<file path="src/rtl/register_read_module.sv">
// Single-request register read port with an R15 (PC+8) path and write-collision handling.
// REGISTER_READ_BYPASS_EN: when defined, a colliding write is forwarded instead of re-reading the bank.
module register_read_module #(
  parameter int unsigned DATA_SIZE = 32,
  parameter int unsigned ADDR_SIZE = 4
) (
  input  logic                 CLK,
  input  logic                 RST,
  input  logic                 REQ_VALID,
  input  logic [ADDR_SIZE-1:0] REQ_ADDR,
  output logic                 REQ_READY,
  output logic [ADDR_SIZE-1:0] BANK_ADDR,
  input  logic [DATA_SIZE-1:0] BANK_DATA,
  input  logic [DATA_SIZE-1:0] PC_IN,
  input  logic                 WR_EN,
  input  logic [ADDR_SIZE-1:0] WR_ADDR,
  input  logic [DATA_SIZE-1:0] WR_DATA,
  output logic                 OUT_VALID,
  input  logic                 OUT_READY,
  output logic [DATA_SIZE-1:0] OUT_DATA
);

  localparam int unsigned PC_OFFSET = 8;
  localparam logic [ADDR_SIZE-1:0] PC_IDX = '1;

  typedef enum logic [1:0] {
    ST_IDLE  = 2'd0,
    ST_FETCH = 2'd1,
    ST_HOLD  = 2'd2
  } state_e;

  state_e                 state_q, state_d;
  logic [ADDR_SIZE-1:0]   idx_q, idx_d;
  logic                   out_valid_q, out_valid_d;
  logic [DATA_SIZE-1:0]   out_data_q, out_data_d;

  logic                   is_pc_c;
  logic                   collision_c;
  logic                   accept_c;
  logic [DATA_SIZE-1:0]   pc_plus_c;

  assign is_pc_c     = (idx_q == PC_IDX);
  assign collision_c = WR_EN && (WR_ADDR == idx_q) && !is_pc_c;
  assign pc_plus_c   = PC_IN + DATA_SIZE'(PC_OFFSET);
  assign accept_c    = (state_q == ST_IDLE) && REQ_VALID && !RST;

  // The bank has one cycle of read latency, so the index is presented in the accepting cycle.
  assign REQ_READY = (state_q == ST_IDLE) && !RST;
  assign BANK_ADDR = accept_c ? REQ_ADDR : idx_q;
  assign OUT_VALID = out_valid_q;
  assign OUT_DATA  = out_data_q;

`ifndef REGISTER_READ_BYPASS_EN
  logic unused_wr_data;
  assign unused_wr_data = ^WR_DATA;
`endif

  // Next-state and datapath
  always_comb begin
    state_d     = state_q;
    idx_d       = idx_q;
    out_valid_d = out_valid_q;
    out_data_d  = out_data_q;
    case (state_q)
      ST_IDLE: begin
        if (REQ_VALID) begin
          idx_d   = REQ_ADDR;
          state_d = ST_FETCH;
        end
      end
      ST_FETCH: begin
`ifdef REGISTER_READ_BYPASS_EN
        if (is_pc_c) begin
          out_data_d = pc_plus_c;
        end else if (collision_c) begin
          out_data_d = WR_DATA;
        end else begin
          out_data_d = BANK_DATA;
        end
        out_valid_d = 1'b1;
        state_d     = ST_HOLD;
`else
        // A colliding write lands in the bank this edge; stay and read it next cycle.
        if (!collision_c) begin
          out_data_d  = is_pc_c ? pc_plus_c : BANK_DATA;
          out_valid_d = 1'b1;
          state_d     = ST_HOLD;
        end
`endif
      end
      ST_HOLD: begin
        if (OUT_READY) begin
          out_valid_d = 1'b0;
          state_d     = ST_IDLE;
        end
      end
      default: begin
        state_d     = ST_IDLE;
        out_valid_d = 1'b0;
      end
    endcase
  end

  always_ff @(posedge CLK) begin
    if (RST) begin
      state_q     <= ST_IDLE;
      idx_q       <= '0;
      out_valid_q <= 1'b0;
      out_data_q  <= '0;
    end else begin
      state_q     <= state_d;
      idx_q       <= idx_d;
      out_valid_q <= out_valid_d;
      out_data_q  <= out_data_d;
    end
  end

endmodule

</file>
<file path="config.mk">
export PLATFORM = sky130hd
export DESIGN_NAME = register_read_module
export DESIGN_NICKNAME = d
export VERILOG_FILES = /design/src/rtl/register_read_module.sv
export SDC_FILE = /design/constraint.sdc
export NUM_CORES = 1
export LEC_CHECK = 0
export CAP_MARGIN = 20
export CORE_ASPECT_RATIO = 1.25
export CORE_UTILIZATION = 34
export CTS_CLUSTER_SIZE = 16
export DETAILED_ROUTE_END_ITERATION = 7
export GPL_ROUTABILITY_DRIVEN = 0
export PLACE_DENSITY = 0.76
export SLEW_MARGIN = 20
export SYNTH_ARGS = -nofsm -noshare
export SYNTH_HDL_FRONTEND = slang
export SYNTH_SLANG_ARGS = --single-unit
</file>
<file path="constraint.sdc">
create_clock -name CLK -period 2.2 [get_ports CLK]
set_clock_uncertainty 0.2 [all_clocks]
set_input_delay 0.55 -clock CLK [delete_from_list [all_inputs] [get_ports CLK]]
set_output_delay 0.55 -clock CLK [all_outputs]
set_load 0.01 [all_outputs]
</file>
# Word level (Yosys, flattened, before mapping)
# Index checks and enable logic that the tools add are counted.
classes:
  addsub: 1
  n_eq_ne: 7
  n_mux: 9
  bitwise: 2
  reduce_logical: 12
ops:
  columns: ["cell", "n"]
  rows:
  - ["adder 32 x 4 -> 32 bit, second input constant", 1]
  - ["2-to-1 mux 32 bit", 1]
  - ["2-to-1 mux 2 bit", 3]
  - ["inequality test 2 bit, second input constant", 3]
  - ["one-hot mux 2 bit (3 select lines)", 1]
  - ["AND reduction 3 bit", 2]
  - ["logical AND 1 bit", 5]
  - ["equality test 4 bit", 1]
  - ["equality test 4 bit, second input constant", 1]
  - ["2-to-1 mux 4 bit", 1]
  - ["AND reduction 2 bit", 2]
  - ["one-hot mux 1 bit (3 select lines)", 1]
  - ["equality test 2 x 1 -> 1 bit, second input constant", 1]
  - ["equality test 2 bit, second input constant", 1]
  - ["logical NOT 1 bit", 2]
  - ["logical NOT 2 bit", 1]
  - ["2-to-1 mux 1 bit", 2]
  - ["NOT 1 bit", 2]
word_totals:
  register_bits: 39
  in_bits: 109

# Logic depth before layout (Yosys ltp)
logic_depth:
  word_depth: 5
  depth_mapped: 8

# Least setup slack after synthesis
# No wires, ideal clock.
synth_path:
  path_type: "input -> register"
  start: "in PC_IN[3]"
  end: "reg out_data_q[25] (netlist: OUT_DATA[25])"
  setup_time_ns: 0.068
  arrival_time_ns: 1.916
  t_required_ns: 1.932
  setup_slack_ns: 0.016
  path_stages: 7
  path_buffers: 1
  path_cell_list: "ha_1 > and3_1 > buf_2 > nand3_1 > or4_1 > a31o_1 > o2bb2ai_2"
synth_between:
  elab_chain_len: 2
synth_lines:
  columns: ["item", "line", "rtl"]
  rows:
  - ["start: declaration", "14", "input logic [DATA_SIZE-1:0] PC_IN,"]
  - ["adder 32 x 4 -> 32 bit", "44", "assign pc_plus_c = PC_IN + DATA_SIZE'(PC_OFFSET);"]
  - ["2-to-1 mux 32 bit", "85", "out_data_d = is_pc_c ? pc_plus_c : BANK_DATA;"]
  - ["end signal: assignment", "114", "out_data_q <= out_data_d;"]
  - ["end: declaration", "35", "logic [DATA_SIZE-1:0] out_data_q, out_data_d;"]
# Every way passes these cells.
# A chain may end at the register's enable or synchronous reset.

# Worst setup path in the final report
layout_path:
  start: "reg state_q[0]"
  end: "out BANK_ADDR[0]"
layout_between:
  elab_chain_len: 4
layout_lines:
  columns: ["item", "line", "rtl"]
  rows:
  - ["start: declaration", "32", "state_e state_q, state_d;"]
  - ["start signal: assignment", "111", "state_q <= state_d;"]
  - ["logical NOT 2 bit", "45", "assign accept_c = (state_q == ST_IDLE) && REQ_VALID && !RST;"]
  - ["logical AND 1 bit (2 in a row)", "45", null]
  - ["2-to-1 mux 4 bit", "49", "assign BANK_ADDR = accept_c ? REQ_ADDR : idx_q;"]
  - ["end: declaration", "12", "output logic [ADDR_SIZE-1:0] BANK_ADDR,"]
# Every way passes these cells.

==> impl_metrics.env <==
export IMPL_status="finished, violations left"
export IMPL_violations="setup timing"
export IMPL_overflow=0
export IMPL_syn_area_um2=2440
export IMPL_syn_num_nets=427
export IMPL_cts_tree="done"
export IMPL_fmax_ghz=0.441
export IMPL_r2r_end="OUT_DATA[15]"
export IMPL_final_core_util_pct=64.4
export IMPL_async_reset_ff_share_pct=0
export IMPL_slew_headroom_pct=76.4
export IMPL_worstMarginPinSlew_ps=351
export IMPL_arrival_ps=1520
export IMPL_avgSynthCellArea_um2=7.69
export IMPL_path_class="reg2out"
export IMPL_p_per_area_nw_per_um2=416
export IMPL_endpoint="BANK_ADDR[0]"
export IMPL_cts_htree_levels=2
export IMPL_postRouteAntennaNets=0
export IMPL_antenna_found_initial=0
export IMPL_cellInternalPower_mw=1.33
export IMPL_nNetsFinal=610
export IMPL_crit_chain="nor2_4 > nand2_2 > nor2_4 > buf_6 > mux2_4 > buf_6"
export IMPL_syn2layout_area_growth_pct=83.1
export IMPL_r2r_start="state_q[1]"
export IMPL_post_route_period_util_pct=103
export IMPL_worst_setup_path_end_kind="output pin"
export IMPL_die_w_um=77.8
export IMPL_die_area_um2=7520
export IMPL_numCtsBuffers=5
export IMPL_power_total_mw=1.86
export IMPL_grt_pass1_wl_mm=14.1
export IMPL_path_max_fanout=4
export IMPL_synth_edff_count=0
export IMPL_cts_root_buf="clkbuf_8"
export IMPL_power_frac_comb_pct=32.6
export IMPL_die_h_um=96.7
export IMPL_finalSetupTns_ps=-141
export IMPL_final_hold_viol_count=0
export IMPL_cpPeakStageDelay_ps=340
export IMPL_synth_seq_cells=39
export IMPL_cts_sinks=39
export IMPL_ys_seq_area_share_pct=32.0
export IMPL_hold_class="reg2reg"
export IMPL_r2r_cells=7
export IMPL_start_util_pct=35.2
export IMPL_post_place_ws_ps=-820
export IMPL_leakage_nw=1.74
export IMPL_power_frac_seq_pct=41.9
export IMPL_track_usage_pct=23.6
export IMPL_clk_latency_ps=290
export IMPL_grt_pass1_vias=3077
export IMPL_placed_area_um2=4200
export IMPL_clkPwrFrac_pct=25.5
export IMPL_routedWlPerCell_um=14.9
export IMPL_synthFlopType="dfxtp_1"
export IMPL_cp_start_kind="flip-flop"
export IMPL_rrSetupSlack_ps=300
export IMPL_path_clk_slew_ps=70
export IMPL_drive_gt1_share_pct=25.9
export IMPL_drtIter0Drc=123
export IMPL_p_sw_mw=0.522
export IMPL_layout_cells_non_filler=591
export IMPL_worstPathRequired_ps=1450
export IMPL_clockBufferDepth=2
export IMPL_setup_slack_ps=-66.3
export IMPL_finalWirelength_mm=8.79
export IMPL_cp_startpoint="state_q[0]"
export IMPL_rsz0062_at_grt="yes"
export IMPL_yosys_warnings=0
export IMPL_dp_cells=575
export IMPL_netlist_instances=317
export IMPL_portBuffers=114
export IMPL_vdd_drop_max_mv=0.325
export IMPL_via_count=3141
export IMPL_slew_violations=0
export IMPL_p_sw_share_pct=28.1
export IMPL_synth_distinct_cells=53
export IMPL_antenna_cells=0
export IMPL_cp_slowest_cell="dfxtp_2"
export IMPL_hpwlAfterDp_mm=6.77
export IMPL_fin_crit_ps=2270
export IMPL_setup_viol=3
export IMPL_drc_errors=0
export IMPL_num_rows=34
export IMPL_ioPinCount=147
export IMPL_core_area_um2=6930
export IMPL_maxCapViolations=0
export IMPL_ctsHoldBuffers=0
export IMPL_holdWs_ps=260
export IMPL_stdcell_area_um2=4460
export IMPL_drtPass1Iterations=4
export IMPL_vias_per_cell=5.31
export IMPL_grt_max_degree=43
-- synthesized netlist by cell type, types with 5 or more instances --
cell	count	area, um2
xor2_1	9	78.8
nor4_1	5	31.3
clkbuf_1	10	37.5
nor2_1	25	93.8
buf_2	8	40.0
xnor2_1	11	96.3
a21oi_1	23	115
and3_1	7	43.8
a211oi_1	5	37.5
dfxtp_1	39	781
a211o_1	6	52.6
and4_1	5	43.8
o31ai_1	6	45.0
nand4_1	14	87.6
nor3_1	9	45.0
o21ai_0	9	45.0
nand2_1	47	176
nand3_1	16	80.1
-- per-layer routing --
metal | vias up | global-route usage, % | share of wire (%)
met2 | 113 | 43.6 | 52
met1 | 1466 | 26.7 | 40
li1 | 1547 | - | -
met5 | - | 0 | 0
met3 | 15 | 3.68 | 5.7
met4 | 0 | 8.71 | 2.2
-- layout by cell type, fill, tap and decap left out, types with 3 or more instances in the layout --
| master | netlist | routed |
|---|---|---|
| nand3_1 | 16 | 14 |
| o21a_1 | 3 | 3 |
| nand2_1 | 47 | 46 |
| buf_4 | 1 | 76 |
| clkbuf_8 | 0 | 5 |
| a31oi_1 | 3 | 3 |
| buf_12 | 0 | 3 |
| nand2b_1 | 3 | 3 |
| a311oi_1 | 4 | 4 |
| clkdlybuf4s50_1 | 0 | 90 |
| a21oi_1 | 23 | 21 |
| o31ai_1 | 6 | 5 |
| buf_6 | 1 | 8 |
| a211o_1 | 6 | 6 |
| dfxtp_1 | 39 | 38 |
| dlygate4sd2_1 | 0 | 16 |
| o211ai_1 | 3 | 3 |
| and4_4 | 0 | 3 |
| and2_1 | 3 | 3 |
| o21ai_0 | 9 | 9 |
| nand4_1 | 14 | 14 |
| nor3_1 | 9 | 9 |
| xnor2_1 | 11 | 11 |
| nor4_1 | 5 | 3 |
| and3_1 | 7 | 5 |
| nor2_1 | 25 | 23 |
| xor2_1 | 9 | 9 |
| mux2_4 | 0 | 3 |
| a211oi_1 | 5 | 4 |
| o22ai_1 | 3 | 3 |
-- worst min-delay path by stage --
stage	depth (start not counted)	endpoint	from	slack, ps
floorplan	2	state_q[1]	state_q[1]	270
global placement	2	OUT_DATA[6]	OUT_DATA[6]	240
detailed placement	2	OUT_DATA[11]	OUT_DATA[11]	250
CTS	2	OUT_DATA[6]	OUT_DATA[6]	260
global route	2	OUT_DATA[5]	OUT_DATA[5]	280
finish	2	OUT_DATA[11]	OUT_DATA[11]	260
-- state kept, by name, indices dropped and copies added (netlist names) --
| signal | cells |
|---|---|
| state_q | 2 |
| OUT_VALID | 1 |
| idx_q | 4 |
| OUT_DATA | 32 |
-- worst max-delay path, delay by kind of cell (launching register included) --
family                 cells  cell delay, ps
buffers and inverters      2             240
flip-flops                 1             340
multiplexers               1             300
AND/OR/NAND/NOR            3             350
-- power groups by stage --
stage / Combinational [mW] / Clock [mW] / Sequential [mW]
after floorplan: 0.179 / 0 / 0.804
after detailed placement: 0.575 / 0 / 0.792
after CTS: 0.593 / 0.492 / 0.777
after global routing: 0.648 / 0.522 / 0.783
final: 0.605 / 0.473 / 0.778
after global placement: 0.563 / 0 / 0.790
-- cell type report --
class / instances / area (um2)
clock buffers: 7 / 76.3
clock inverters: 1 / 5.00
fillers: 593 / 2470
inverters: 3 / 11.3
multi-input cells: 253 / 1660
flip-flops and latches: 39 / 782
well taps: 90 / 113
repair buffers: 198 / 1810
-- cell families after synthesis --
group	after synthesis	share of synthesized area [%]
buf+inv	25	4.72
flops	39	32.0
simple gates	145	30.1
xor+xnor	20	7.18
fa+ha+maj	1	0.513
mux	4	1.85
compound gates	83	23.6
-- what timing repair did --
item | 4_1_cts | 5_1_grt
pin swaps | 12 | 8
hold endpoints to repair | 0 | 0
gates resized for setup | 69 | 11
endpoints found under the setup margin | 21 | 17
buffers inserted | 5 | 3
(Power assumes the default switching activity.)
==> RTL change 1, RTL diff (same flow settings) <==
Set the parameter `DATA_SIZE` to 64 (it was 32).
--- a/src/rtl/register_read_module.sv
+++ b/src/rtl/register_read_module.sv
@@ -3,3 +3,3 @@
 module register_read_module #(
-  parameter int unsigned DATA_SIZE = 32,
+  parameter int unsigned DATA_SIZE = 64,
   parameter int unsigned ADDR_SIZE = 4
Interface: changed (resized BANK_DATA, OUT_DATA, PC_IN and WR_DATA); port bits go from 147 to 275. The function was not compared with the original's and may differ.
==> RTL change 1 against the original RTL <==
Worst setup slack lost 51 ps. Combinational power increased by 87%. Area after synthesis increased by 82%. Core utilization is 3.1 points higher. Sequential power up 81%. Design area increased by 92%. Maximum frequency down 2.2%. Hold slack got worse by 6.5 ps. Sequential cell count up 32. Total power up 120%. Wire length grew 110%. The run still ends with negative setup slack left. Sequential share of layout area fell by 0.88 points. Count of clock-buffer cells in the layout rose by 3.
==> RTL change 1: results (changes against the original RTL) <==
Sequential cell area -> 1428 sq um (+83%)
HPWL after DPL -> 12.37 mm (+83%)
Cell count after placement -> 1045 (+82%)
Yosys cell types -> 56 (+5.7%)
Vias per cell -> 5.274 (-0.76%)
Worst Hold End -> OUT_DATA[6]
Mux cell area share after synthesis -> 1.660% (-0.19 points)
Commonest cells in the netlist -> nor2_1 (79), dfxtp_1 (71), nand2_1 (56), a21oi_1 (52), xnor2_1 (45)
Metal1 wirelength -> 7.231 mm (+110%)
Met2 Use GR -> 47.14% (+3.6 points)
Synth Net Count -> 790 (+85%)
Metal2 WL -> 9.401 mm (+100%)
Clock-cell share -> 3.485% (+1.7 points)
Multi-input gates -> 463 (+83%)
Post-synthesis sequential area ratio -> 31.96% (-0.052 points)
Worst r2r dst -> OUT_DATA[34]
Fillers -> 1012 (+71%)
Reg-to-Reg Start -> idx_q[0]
End of the critical path -> BANK_ADDR[3]
Adder and majority cell fraction of the synthesized area -> 0.2814% (-0.23 points)
Hold path start -> OUT_DATA[6]
Number of flip-flops in the largest register -> 64 (+100%)
R2R Setup Slk -> 30 ps (-270 ps)
# H-tree levels -> 3 (+1)
Non-clk invs -> 12 (+9)
Crit. Startpoint -> state_q[1]
DRT Pass-1 Iters -> 5 (+1)
Failing checks -> negative setup slack
Routing usage on met3 -> 4.446% (+0.77 points)
Synth Area in XOR/XNOR -> 11.42% (+4.2 points)
Clock buffer cells -> 10 (+3)
VDD IR max -> 0.3221 mV (-0.85%)
Cells after Synth -> 584 (+84%)
Layout cell share with drive strength beyond 1 -> 28.54% (+2.6 points)
First-pass GRT wire length -> 27.97 mm (+98%)
Bufs w/o clock -> 356 (+80%)
Final WS setup -> -117.6 ps (-51.29 ps)
Metal3 WL -> 1.078 mm (+110%)
Clock Sinks -> 71 (+82%)
Slew Limit Headroom -> 52.58% (-24 points)
Setup-failing EPs final -> 4 (+1)
Largest net degree at the start of global routing -> 62 (+44%)
Diodes inserted -> 1 (+1)
Outcome -> finished, violations left
Fraction of area in multi-input gates -> 36.94% (-0.34 points)
Setup bufs post-CTS -> 10 (+5)
Leak -> 3.543 nW (+100%)
Clock latency on the worst-skew pair -> 330 ps (+40 ps)
Dominant cells by area after synthesis -> dfxtp_1 (32%), xnor2_1 (8.9%), nor2_1 (6.7%), a21oi_1 (5.9%), nand2_1 (4.7%)
Non-Filler Instances -> 1087 (+84%)
Routed WL -> 18.40 mm (+110%)
CTS Buf Count -> 9 (+4)
DP Worst Slack -> -860.2 ps (-40.28 ps)
# port buffers -> 210 (+84%)
Post-synthesis compound-gate area fraction -> 19.27% (-4.3 points)
==> RTL change 1: cell types whose count changed after synthesis, sizes merged, moves of 10 or more <==
cell and change:
nor2 +54, xnor2 +34, dfxtp +32, a21oi +30, clkbuf +21, o22ai +19, and3 +18, o21ai +15
inv +10, nand3 +10
==> RTL change 1: report_power, final <==
part / internal (W) / leakage [nW] / total (W) / switching [W]
logic: 0.000664 / 2.82 / 0.00113 / 0.000461
registers: 0.00136 / 0.581 / 0.00141 / 0.0000481
clock network: 0.000902 / 0.144 / 0.00147 / 0.000570
total: 0.00293 / 3.54 / 0.00401 / 0.00108
==> RTL change 1: critical path, delay by kind of cell, from the launching register on <==
family	cells	cell delay, ps
AND/OR/NAND/NOR	2	400
multiplexers	1	290
buffers and inverters	2	210
flip-flops	1	330
==> RTL change 2, RTL diff (same flow settings) <==
Without the edit above. Make the reset (`RST`) asynchronous in one clocked block.
--- a/src/rtl/register_read_module.sv
+++ b/src/rtl/register_read_module.sv
@@ -103,3 +103,3 @@
 
-  always_ff @(posedge CLK) begin
+  always_ff @(posedge CLK or posedge RST) begin
     if (RST) begin
Function: differs if RST is asserted again (counterexample within 4 cycles, from zero or initial values and one cycle with RST high); with RST held inactive, the same outputs for 10 cycles.
==> RTL change 2 against the original RTL <==
Global-route usage is 3.2 points lower. Worst setup slack lost 28 ps. Core utilization is 2.9 points lower. Critical path type unchanged. Sequential cell count stayed put. Wire length is 12% lower. Highest routed layer unchanged. The run still ends with negative setup slack left. Sequential share of layout area increased by 5.4 points. Design area fell by 4.5%. Die area about the same. Area after synthesis about the same. Count of clock-buffer cells in the layout down 1.
Power is not compared: it rests on default switching activity, and its combinational part moved more than twofold at a synthesized area within 25%.
==> RTL change 2: results (changes against the original RTL) <==
Outcome -> finished, violations left
Failing checks -> negative setup slack
# H-tree levels -> 2 (unchanged)
DP Worst Slack -> -713.2 ps (+106.7 ps)
Commonest cells in the netlist -> nand2_1 (61), dfrtp_1 (39), nor2_1 (25), o21ai_0 (23), nand3_1 (18)
Reg clk slew, reported paths -> 70 ps (about the same)
Vias per cell -> 5.013 (-5.7%)
Setup-failing EPs final -> 3 (unchanged)
Vias in the first global route -> 2659 (-14%)
Setup TNS -> -278.0 ps (-137.4 ps)
Hold path start -> OUT_VALID
Worst r2r dst -> OUT_DATA[29]
Metal2 WL -> 4.010 mm (-13%)
Layout cell share with drive strength beyond 1 -> 20.09% (-5.9 points)
Final net count -> 569 (-6.7%)
Fillers -> 591 (-0.34%)
Worst r2r path cells -> 6 (-1)
Placed Area -> 4065 sq um (-3.2%)
Post-synthesis sequential area ratio -> 40.04% (+8.0 points)
Dominant cells by area after synthesis -> dfrtp_1 (40%), nand2_1 (9.4%), xor2_1 (5.7%), o21ai_0 (4.7%), nor2_1 (3.9%)
Worst Hold End -> OUT_VALID
R2R Setup Slk -> 340 ps (+40 ps)
Leak -> 1.893 nW
Remaining DRCs -> 0 (unchanged)
Metal1 wirelength -> 3.276 mm (-6.1%)
WP data arrival -> 1540 ps (+20 ps)
HPWL after DPL -> 5.902 mm (-13%)
Buffer depth of the longest clock path -> 2 (unchanged)
Ys flop type -> dfrtp_1
# port buffers -> 114 (unchanged)
Metal3 WL -> 338 um (-33%)
VDD IR max -> 0.4401 mV
GRT Overall Usage -> 20.45% (-3.2 points)
Synth Net Count -> 401 (-6.1%)
Final WS setup -> -94.79 ps (-28.48 ps)
Layout area overhead -> 74.85%
Diodes inserted -> 0 (unchanged)
Clock latency on the worst-skew pair -> 280 ps
Number of flip-flops in the largest register -> 32 (unchanged)
Initial DRC Count -> 82 (-33%)
Yosys warning total -> 0 (unchanged)
Top sig layer -> met4
Routed WL -> 7.758 mm (-12%)
Reg-to-Reg Start -> idx_q[2]
Initial antenna violation count -> 0 (unchanged)
Worst-path fanout max -> 5 (+1)
Largest net degree at the start of global routing -> 40 (-7.0%)
HP Class -> reg -> reg
Fin Hold WS -> 276.9 ps (+16.79 ps)
CTS Buf Count -> 5 (unchanged)
Hold path cells -> 2 (unchanged)
First-pass GRT wire length -> 12.39 mm (-12%)
Clock root cell -> clkbuf_8
Yosys cell types -> 39 (-26%)
Slew Limit Headroom -> 78.29% (+1.9 points)
Asr flop ratio synth -> 100.0% (+100 points)
-- RTL change 2: cell count changes after synthesis, sizes merged, moves of 4 or more --
| cell | change |
|---|---|
| dfrtp | +39 |
| o211ai | +5 |
| o21ai | +18 |
| xnor2 | -4 |
| nor3 | -4 |
| and3 | -4 |
| dfxtp | -39 |
| a21oi | -14 |
| buf | -10 |
| xor2 | +7 |
| nand2 | +15 |
| a211o | -6 |
-- RTL change 2: per-stage QoR --
step / cells / power [W]
floorplan: 291 / 0.002126
global placement: 536 / 0.003238
detailed placement: 536 / 0.003291
CTS: 546 / 0.003775
global route: 548 / 0.004015
finish: 548 / 0.003758
-- RTL change 2: worst max-delay path by stage --
stage	from	endpoint	slack, ps
floorplan	REQ_VALID	BANK_ADDR[0]	190
global placement	REQ_VALID	BANK_ADDR[0]	-660
detailed placement	REQ_VALID	BANK_ADDR[2]	-710
CTS	state_q[1]	BANK_ADDR[2]	-140
global route	state_q[0]	BANK_ADDR[3]	-170
finish	state_q[0]	BANK_ADDR[2]	-90
-- RTL change 2: timing repair --
item                                    in CTS  in global routing
pin swaps                                    4                 13
gates resized for setup                     30                 20
endpoints found under the setup margin      11                 27
gates cloned                                 0                  1
setup buffers                                4                  1
-- RTL change 2: report_power, final --
group	switching [W]	internal [W]	total [W]
clock	0.000236	0.000212	0.000447
combinational	0.000893	0.00114	0.00203
sequential	0.000213	0.00106	0.00128
-- RTL change 2: cell type report --
cell class	count	share of cell area, %
Clock buffer	6	1.703
Inverter	5	0.4404
Tap cell	90	2.642
Sequential cell	39	22.90
Multi-Input combinational cell	236	34.00
Timing Repair Buffer	172	38.31
-- RTL change 2: critical path: stages (launching register included) --
cell and delay [ps]:
dfrtp_1 390, nor2_2 120, nand2_1 70, nor2_1 100
buf_4 160, mux2_4 300, buf_6 120
-- RTL change 2: cell families after synthesis --
group / count (synthesis) / synth area share (%)
and+or+nand+nor: 142 / 29.67
AOI/OAI and AO/OA: 64 / 16.32
DFF: 39 / 40.04
xor gates and xnor gates: 23 / 8.265
buffers and inverters: 16 / 2.567
muxes: 6 / 2.618
adders and majority gates: 1 / 0.5133
-- RTL change 2: routing by layer --
metal  vias to the layer above  track usage, %
li1                       1362               -
met1                      1295           24.65
met2                        82           36.76
met3                         8           2.547
met4                         0           7.257
met5                         -               0
